`src/rtl/down_counter_timer.sv`:
```
// Loadable down-counter/timer on the divided clock clk_out.
// Counts a programmed value down to zero, pulses done for one cycle at the
// terminal count and optionally reloads from the stored value to keep running.
module down_counter_timer #(
  parameter int unsigned WIDTH       = 4,
  parameter int unsigned AUTO_RELOAD = 0
) (
  input  logic             clk_out,
  input  logic             rst,
  input  logic             load,
  input  logic [WIDTH-1:0] load_val,
  input  logic             start,
  input  logic             pause,
  output logic [WIDTH-1:0] out,
  output logic             busy,
  output logic             done
);

  typedef enum logic [1:0] {
    IDLE  = 2'd0,
    RUN   = 2'd1,
    PAUSE = 2'd2
  } state_t;

  state_t           state;
  logic [WIDTH-1:0] reload_q;
  logic             reload_ok;

  // Reload only makes sense when enabled and a non-zero value is stored.
  always_comb begin
    reload_ok = (AUTO_RELOAD != 0) && (reload_q != '0);
  end

  // Busy decoded from the registered state.
  always_comb begin
    busy = (state == RUN) || (state == PAUSE);
  end

  // State, count, reload register and done pulse; priority load > start > pause > count.
  always_ff @(posedge clk_out or posedge rst) begin
    if (rst) begin
      state    <= IDLE;
      out      <= '0;
      reload_q <= '0;
      done     <= 1'b0;
    end else begin
      done <= 1'b0;
      if (load) begin
        out      <= load_val;
        reload_q <= load_val;
        state    <= IDLE;
      end else begin
        case (state)
          IDLE: begin
            if (start) begin
              if (out != '0) begin
                state <= RUN;
              end else begin
                done <= 1'b1;
              end
            end
          end
          RUN, PAUSE: begin
            if (pause) begin
              state <= PAUSE;
            end else begin
              // Leaving PAUSE counts on the same edge, so each paused
              // cycle costs exactly one extra edge.
              state <= RUN;
              if (out == '0) begin
                // Only reached on the edge after a terminal count.
                if (reload_ok) begin
                  out <= reload_q;
                end else begin
                  state <= IDLE;
                end
              end else if (out == WIDTH'(1)) begin
                out  <= '0;
                done <= 1'b1;
                if (!reload_ok) begin
                  state <= IDLE;
                end
              end else begin
                out <= out - WIDTH'(1);
              end
            end
          end
          default: state <= IDLE;
        endcase
      end
    end
  end

endmodule
```
`config.mk`:
```
export PLATFORM = sky130hd
export DESIGN_NAME = down_counter_timer
export DESIGN_NICKNAME = d
export VERILOG_FILES = /design/src/rtl/down_counter_timer.sv
export SDC_FILE = /design/constraint.sdc
export NUM_CORES = 1
export LEC_CHECK = 0
export ABC_AREA = 0
export BUFFER_PORTS_ARGS = -buffer_cell sky130_fd_sc_hd__buf_4
export CORE_AREA = 2 2 39 41
export CTS_BUF_LIST = sky130_fd_sc_hd__clkbuf_2 sky130_fd_sc_hd__clkbuf_4 sky130_fd_sc_hd__clkbuf_8
export CTS_CLUSTER_DIAMETER = 80
export DETAILED_ROUTE_END_ITERATION = 8
export DIE_AREA = 0 0 41 43
export GPL_TIMING_DRIVEN = 0
export PLACE_DENSITY = 0.7
export RECOVER_POWER = 50
export SKIP_LAST_GASP = 1
export SLEW_MARGIN = 20
export SYNTH_ARGS = -nofsm -noshare
export SYNTH_HDL_FRONTEND = slang
export SYNTH_SLANG_ARGS = --single-unit
```
`constraint.sdc`:
```
create_clock -name clk_out -period 1.3 [get_ports clk_out]
set_input_delay 0.195 -clock clk_out [delete_from_list [all_inputs] [get_ports clk_out]]
set_output_delay 0.195 -clock clk_out [all_outputs]
set_load 0.05 [all_outputs]
```
==> results of run 1 <==
[worst reg2reg max path, cell delays in order, from the launching register on]
cell	delay [ns]
dfrtp_1	0.36
inv_2	0.06
ha_4	0.28
nand2b_4	0.09
nor4_4	0.16
nor3b_1	0.08
a221o_1	0.26
[registers in the layout, indices dropped and copies added, names as in the netlist]
name,count
out,4
state,2
done,1
[cell type report]
cell class	count	area [um2]
inverters	7	26.28
multi-input cells	38	329.1
clock buffers	4	30.03
fillers	125	598.1
repair buffers	25	197.7
plain buffers	1	3.754
well taps	16	20.02
flip-flops and latches	7	178.9
[worst min path at each step]
| stage | from | end | slack [ns] |
|---|---|---|---|
| floorplan | rst | done | -0.002 |
| global placement | rst | done | 0.16 |
| detailed placement | rst | state[0] | 0.16 |
| CTS | load_val[2] | out[2] | 0.15 |
| global route | load_val[2] | out[2] | 0.14 |
| finish | load_val[2] | out[2] | 0.15 |
[layer usage]
metal  vias to the layer above  GRT usage (%)
met4                         0          10.00
li1                        249              -
met3                         4          4.712
met5                         -              0
met2                        18          24.38
met1                       235          18.97
[cell usage in the layout (no fill, tap or decap), drive strengths merged]
| master | instances |
|---|---|
| dfrtp | 7 |
| nand2 | 5 |
| or2 | 1 |
| o21ai | 5 |
| nor4 | 3 |
| nor2 | 5 |
| dlygate4sd3 | 1 |
| a21oi | 2 |
| a31oi | 1 |
| o31ai | 1 |
| o311ai | 1 |
| clkbuf | 6 |
| mux2i | 1 |
| ha | 4 |
| o31a | 1 |
| inv | 7 |
| buf | 23 |
| nand2b | 2 |
| nand4b | 1 |
| a221o | 1 |
| nor3b | 3 |
| o32ai | 1 |
[metrics by stage]
| step | area, um2 | utilization [%] | hold slack, ns |
|---|---|---|---|
| floorplan | 520.5 | - | -0.001808 |
| global placement | 645.6 | 46.65 | 0.1642 |
| detailed placement | 645.6 | 46.65 | 0.1607 |
| CTS | 770.7 | 55.70 | 0.1466 |
| global route | 785.8 | 56.78 | 0.1407 |
| finish | 785.8 | 56.78 | 0.1453 |
[power by group through the flow]
stage | clock network [mW] | registers, mW | logic, mW
final | 0.231 | 0.272 | 0.437
after global routing | 0.259 | 0.276 | 0.467
after CTS | 0.237 | 0.272 | 0.414
after detailed placement | 0 | 0.282 | 0.344
after global placement | 0 | 0.281 | 0.340
after floorplan | 0 | 0.334 | 0.206
[logic make-up after synthesis]
| logic type | after synthesis | share of synthesized area [%] |
|---|---|---|
| flops | 7 | 36.27 |
| compound gates | 13 | 19.17 |
| buf+inv | 8 | 6.218 |
| simple gates | 20 | 25.91 |
| fa+ha+maj | 4 | 10.36 |
| mux | 1 | 2.073 |
[repair_timing]
| action | CTS | global route |
|---|---|---|
| gates resized for setup | 3 | 2 |
| pin swaps | 4 | 2 |
| setup endpoints to repair | 7 | 8 |
| hold buffers | 1 | 0 |
| hold endpoints to repair | 7 | 0 |
| buffers inserted | 9 | 1 |
==> run_results.csv, run 1 <==
group,metric,value,unit
status,outcome,"finished with violations",
status,violations,"negative setup slack",
flow_run,cap_violations,0,
timing,slew_headroom,70.70,%
critical_path,crit_type,"flop to primary output",
layout,syn_to_final_growth,62.69,%
yosys,syn_nets,66,
global_routing,overflow,0,
timing,fin_worst_skew,0.002522,ns
yosys,synth_common_cells,"dfrtp_1 (7), inv_1 (7), nand2_1 (5), nor2_1 (5), ha_1 (4)",
critical_path,worstPathRequired,1.11,ns
place,port_buffers,14,
pwr,p_clk_share,24.6,%
critical_path,slowest_delay,0.39,ns
die,io_pins,15,
detailed_routing,finalWirelength,1175,um
yosys,netlist.area_leader.share,36.27,%
timing,rsz0062_at_grt,"true",
timing,setup_ws,-0.1111,ns
cts,cts_inserted_buffers,3,
place,dp.final_hpwl,805,um
detailed_routing,drtPass1Iterations,4,
critical_path,critical-path-top-delay-family,"flip-flops",
detailed_routing,drt_iter0_markers,9,
detailed_routing,dr_wl_met3,54,um
worst_hold_path,hold_class,"input port to flop",
die,fp.dieW,41,um
critical_path,r2r_start,"state[0]",
timing,max_freq,708.7,MHz
cts,clk_pin_slew,0.06,ns
pwr,leakage,0.3584,nW
timing,hold_viol_final,0,
layout,final_cells,98,
critical_path,crit_start,"state[1]",
detailed_routing,drc,0,
cts,cts_tree,"done",
place,dp.cells,83,
yosys,synthCells,53,
global_routing,antenna_found_initial,0,
critical_path,cp_num_cells,4,
yosys,ys_seq_area_share,36.27,%
cts,clk-insertion-delay-late,0.26,ns
yosys,async_flop_share,100.0,%
cts,cts.sinks,7,
critical_path,r2r_cells,6,
place,dp_slack,-0.1287,ns
global_routing,grtUsageTotal,16.16,%
cts,cts-root-buf,"clkbuf_4",
detailed_routing,highest_layer,"met4",
yosys,synth-edff-count,0,
die,dieArea,1763,um2
detailed_routing,met1Wirelength,508,um
global_routing,grt_pass1_vias,455,
yosys,syn_area,483.0,um2
pwr,combPwrFrac,46.5,%
worst_hold_path,min_delay_path_depth,3,
cts,htreeDepth,1,
critical_path,cp_max_fo,2,
timing,slew_violations,0,
critical_path,r2r_slack,-0.10,ns
yosys,synth_warnings,0,
die,coreArea,1384,um2
critical_path,cp-endpoint,"busy",
timing,fin_crit,1.411,ns
layout,num-nets-final,96,
critical_path,path_cells,"inv_2, ha_4, buf_4, buf_8",
detailed_routing,wl_met2,587,um
yosys,ys_dominant_reg_cell,"dfrtp_1",
global_routing,grt_max_degree,11,
timing,tightest_slew,0.4395,ns
pwr,pwr_density_cell,1195,nW/um2
die,start_util,34.90,%
yosys,yosysUniqueCellTypes,24,
yosys,synth_area_per_cell,9.113,um2
detailed_routing,vias,506,
die,rows,14,
timing,tns,-0.2892,ns
critical_path,slowest_stage,"dfrtp_1",
pwr,internal-power,0.5840,mW
critical_path,cp-end-kind,"primary output",
pwr,switching_power,0.3552,mW
pwr,pwr-share-seq,28.9,%
critical_path,worstPathBufferInverterCount,3,
pwr,p_sw_share,37.82,%
die,die_y,43,um
timing,post-route-period-util,108.5,%
place,routabilityCongestion,0.7207,
detailed_routing,wl_per_cell,11.99,um
layout,insertedDiodeCount,0,
layout,drive_gt1_share,53.66,%
yosys,synth_area_leaders,"dfrtp_1 (36%), ha_1 (10%), inv_1 (5.4%)",
detailed_routing,drtAntennaViolNets,0,
yosys,ys_seq_elements,7,
critical_path,start_kind,"flop",
yosys,yosysTopAreaCell,"dfrtp_1",
critical_path,reg2reg_to,"out[3]",
pwr,finalPower,0.9392,mW
cts,cts_buffer_depth,2,
detailed_routing,via_per_inst,5.163,
global_routing,grt_pass1_wl,1897,um
pwr,irDropWorstVdd,567.5,uV
critical_path,arrival,1.22,ns
timing,setup_viol,5,
(Power assumes the default switching activity.)
==> inputs of run 2 (changes only) <==
--- a/constraint.sdc
+++ b/constraint.sdc
@@ -3,2 +3,2 @@
 set_output_delay 0.195 -clock clk_out [all_outputs]
-set_load 0.05 [all_outputs]
+set_load 0.005 [all_outputs]
==> run_results.csv, run 2 (synthesis gave the netlist of run 1 again) <==
group,metric,value,unit
flow_run,cap_violations,0,
global_routing,overflow,0,
critical_path,start_kind,"flop",
layout,largest_reg_flops,4,
detailed_routing,drtPass1Iterations,3,
cts,clk_pin_slew,0.06,ns
status,outcome,"finished with violations",
critical_path,cp-end-kind,"flop",
die,fp.dieW,41,um
detailed_routing,via_per_inst,5.160,
detailed_routing,finalWirelength,1275,um
place,dp.final_hpwl,819.9,um
critical_path,arrival,1.56,ns
place,port_buffers,14,
timing,setup_ws,-0.1102,ns
pwr,leakage,0.3722,nW
pwr,irDropWorstVdd,521.8,uV
cts,cts.sinks,7,
die,rows,14,
detailed_routing,wl_per_cell,12.75,um
critical_path,cp_max_fo,6,
detailed_routing,drtAntennaViolNets,0,
status,violations,"negative setup slack",
global_routing,antenna_found_initial,0,
timing,fin_worst_skew,0.002639,ns
die,coreArea,1384,um2
worst_hold_path,hold_class,"input port to flop",
layout,final_cells,100,
global_routing,grtUsageTotal,17.02,%
place,routabilityCongestion,0.8174,
global_routing,grt_max_degree,11,
worst_hold_path,worstHoldStart,"load_val[0]",
cts,cts_buffer_depth,2,
critical_path,r2r_start,"state[0]",
timing,slew_headroom,69.24,%
layout,insertedDiodeCount,0,
die,die_y,43,um
detailed_routing,drc,0,
layout,fin_area,820.8,um2
cts,cts-root-buf,"clkbuf_4",
layout,reg_top3,"out (4), state (2), done (1)",
pwr,pwr_density_cell,1038,nW/um2
layout,num-nets-final,98,
timing,rsz0062_at_grt,"true",
timing,tightest_slew,0.4615,ns
layout,top_register,"out",
die,start_util,34.90,%
worst_hold_path,min_delay_path_depth,3,
layout,syn_to_final_growth,69.95,%
critical_path,reg2reg_to,"out[3]",
global_routing,grt_pass1_vias,492,
cts,htreeDepth,1,
timing,max_freq,709.1,MHz
cts,cts_tree,"done",
cts,clk-insertion-delay-late,0.27,ns
timing,post-route-period-util,108.5,%
timing,setup_viol,7,
layout,final_cell_mix,"buf_4 (23), dfrtp_1 (6), nand2_1 (5)",
critical_path,worstPathRequired,1.45,ns
die,dieArea,1763,um2
layout,drive_gt1_share,58.33,%
pwr,finalPower,0.8517,mW
timing,hold_viol_final,0,
global_routing,grt_pass1_wl,1994,um
place,place_area,631.9,um2
place,dp.cells,83,
cts,cts_inserted_buffers,3,
worst_hold_path,min_to,"out[0]",
critical_path,r2r_slack,-0.11,ns
layout,final_common_cell,"buf_4",
detailed_routing,vias,516,
die,io_pins,15,
timing,fin_crit,1.410,ns
critical_path,r2r_cells,6,
timing,slew_violations,0,
critical_path,crit_type,"flop to flop",
detailed_routing,drt_iter0_markers,2,
==> run 2: changes by cell type in the layout (fill, tap and decap cells not counted), sizes merged <==
| cell | delta |
|---|---|
| buf | +2 |
| clkbuf | -1 |
| clkinv | +1 |
==> run 2: cell type report <==
class | instances | area [um2]
clock inverter | 1 | 5.005
tap | 16 | 20.02
multi-input combinational | 38 | 354.1
timing repair buffer | 27 | 212.7
sequential | 7 | 176.4
inverter | 7 | 26.28
buffer | 1 | 3.754
clock buffer | 3 | 22.52
fill | 126 | 563.0
==> run 2: how the worst max path moves through the flow <==
stage,startpoint,end,slack (ns)
after global placement,out[0],out[0],-0.16
after CTS,state[1],done,-0.11
after global routing,state[0],out[3],-0.17
after detailed placement,out[0],out[0],-0.19
after floorplan,out[0],out[0],-0.07
final,state[0],out[3],-0.11
==> run 2: timing repair <==
item                                    4_1_cts  5_1_grt
endpoints found under the hold margin         7        0
gates resized for setup                       9        8
endpoints found under the setup margin        8        9
pin swaps                                     5        7
hold buffers                                  1        0
setup buffers                                10        2
==> run 2: per-layer routing <==
metal / wire length, um / track usage (%) / vias to the layer above
li1: - / - / 251
met1: 522 / 17.86 / 249
met2: 678 / 29.06 / 12
met3: 48 / 3.141 / 4
met4: 25 / 10.00 / 0
met5: 0 / 0 / -
==> run 2: stage by stage <==
step	util (%)	worst slack [ns]	hold WS (ns)	setup TNS (ns)
after floorplan	-	-0.07494	-0.001602	-0.1974
after global placement	45.66	-0.1595	0.1479	-0.6339
after detailed placement	45.66	-0.1885	0.1587	-0.8248
after CTS	55.88	-0.1085	0.1427	-0.4330
after global routing	59.31	-0.1713	0.1569	-0.9142
final	59.31	-0.1102	0.1379	-0.3887
==> run 2: power by group <==
| group | switching (mW) | internal [mW] |
|---|---|---|
| clock network | 0.102 | 0.114 |
| registers | 0.0312 | 0.242 |
| logic | 0.161 | 0.202 |
| total | 0.294 | 0.558 |
==> run 2: critical path: stages, from the launching register on <==
cell and delay [ns]:
dfrtp_1 0.37, inv_2 0.06, ha_4 0.28, nand2b_4 0.10, nor4_4 0.16, nor3b_1 0.08
a221o_1 0.25
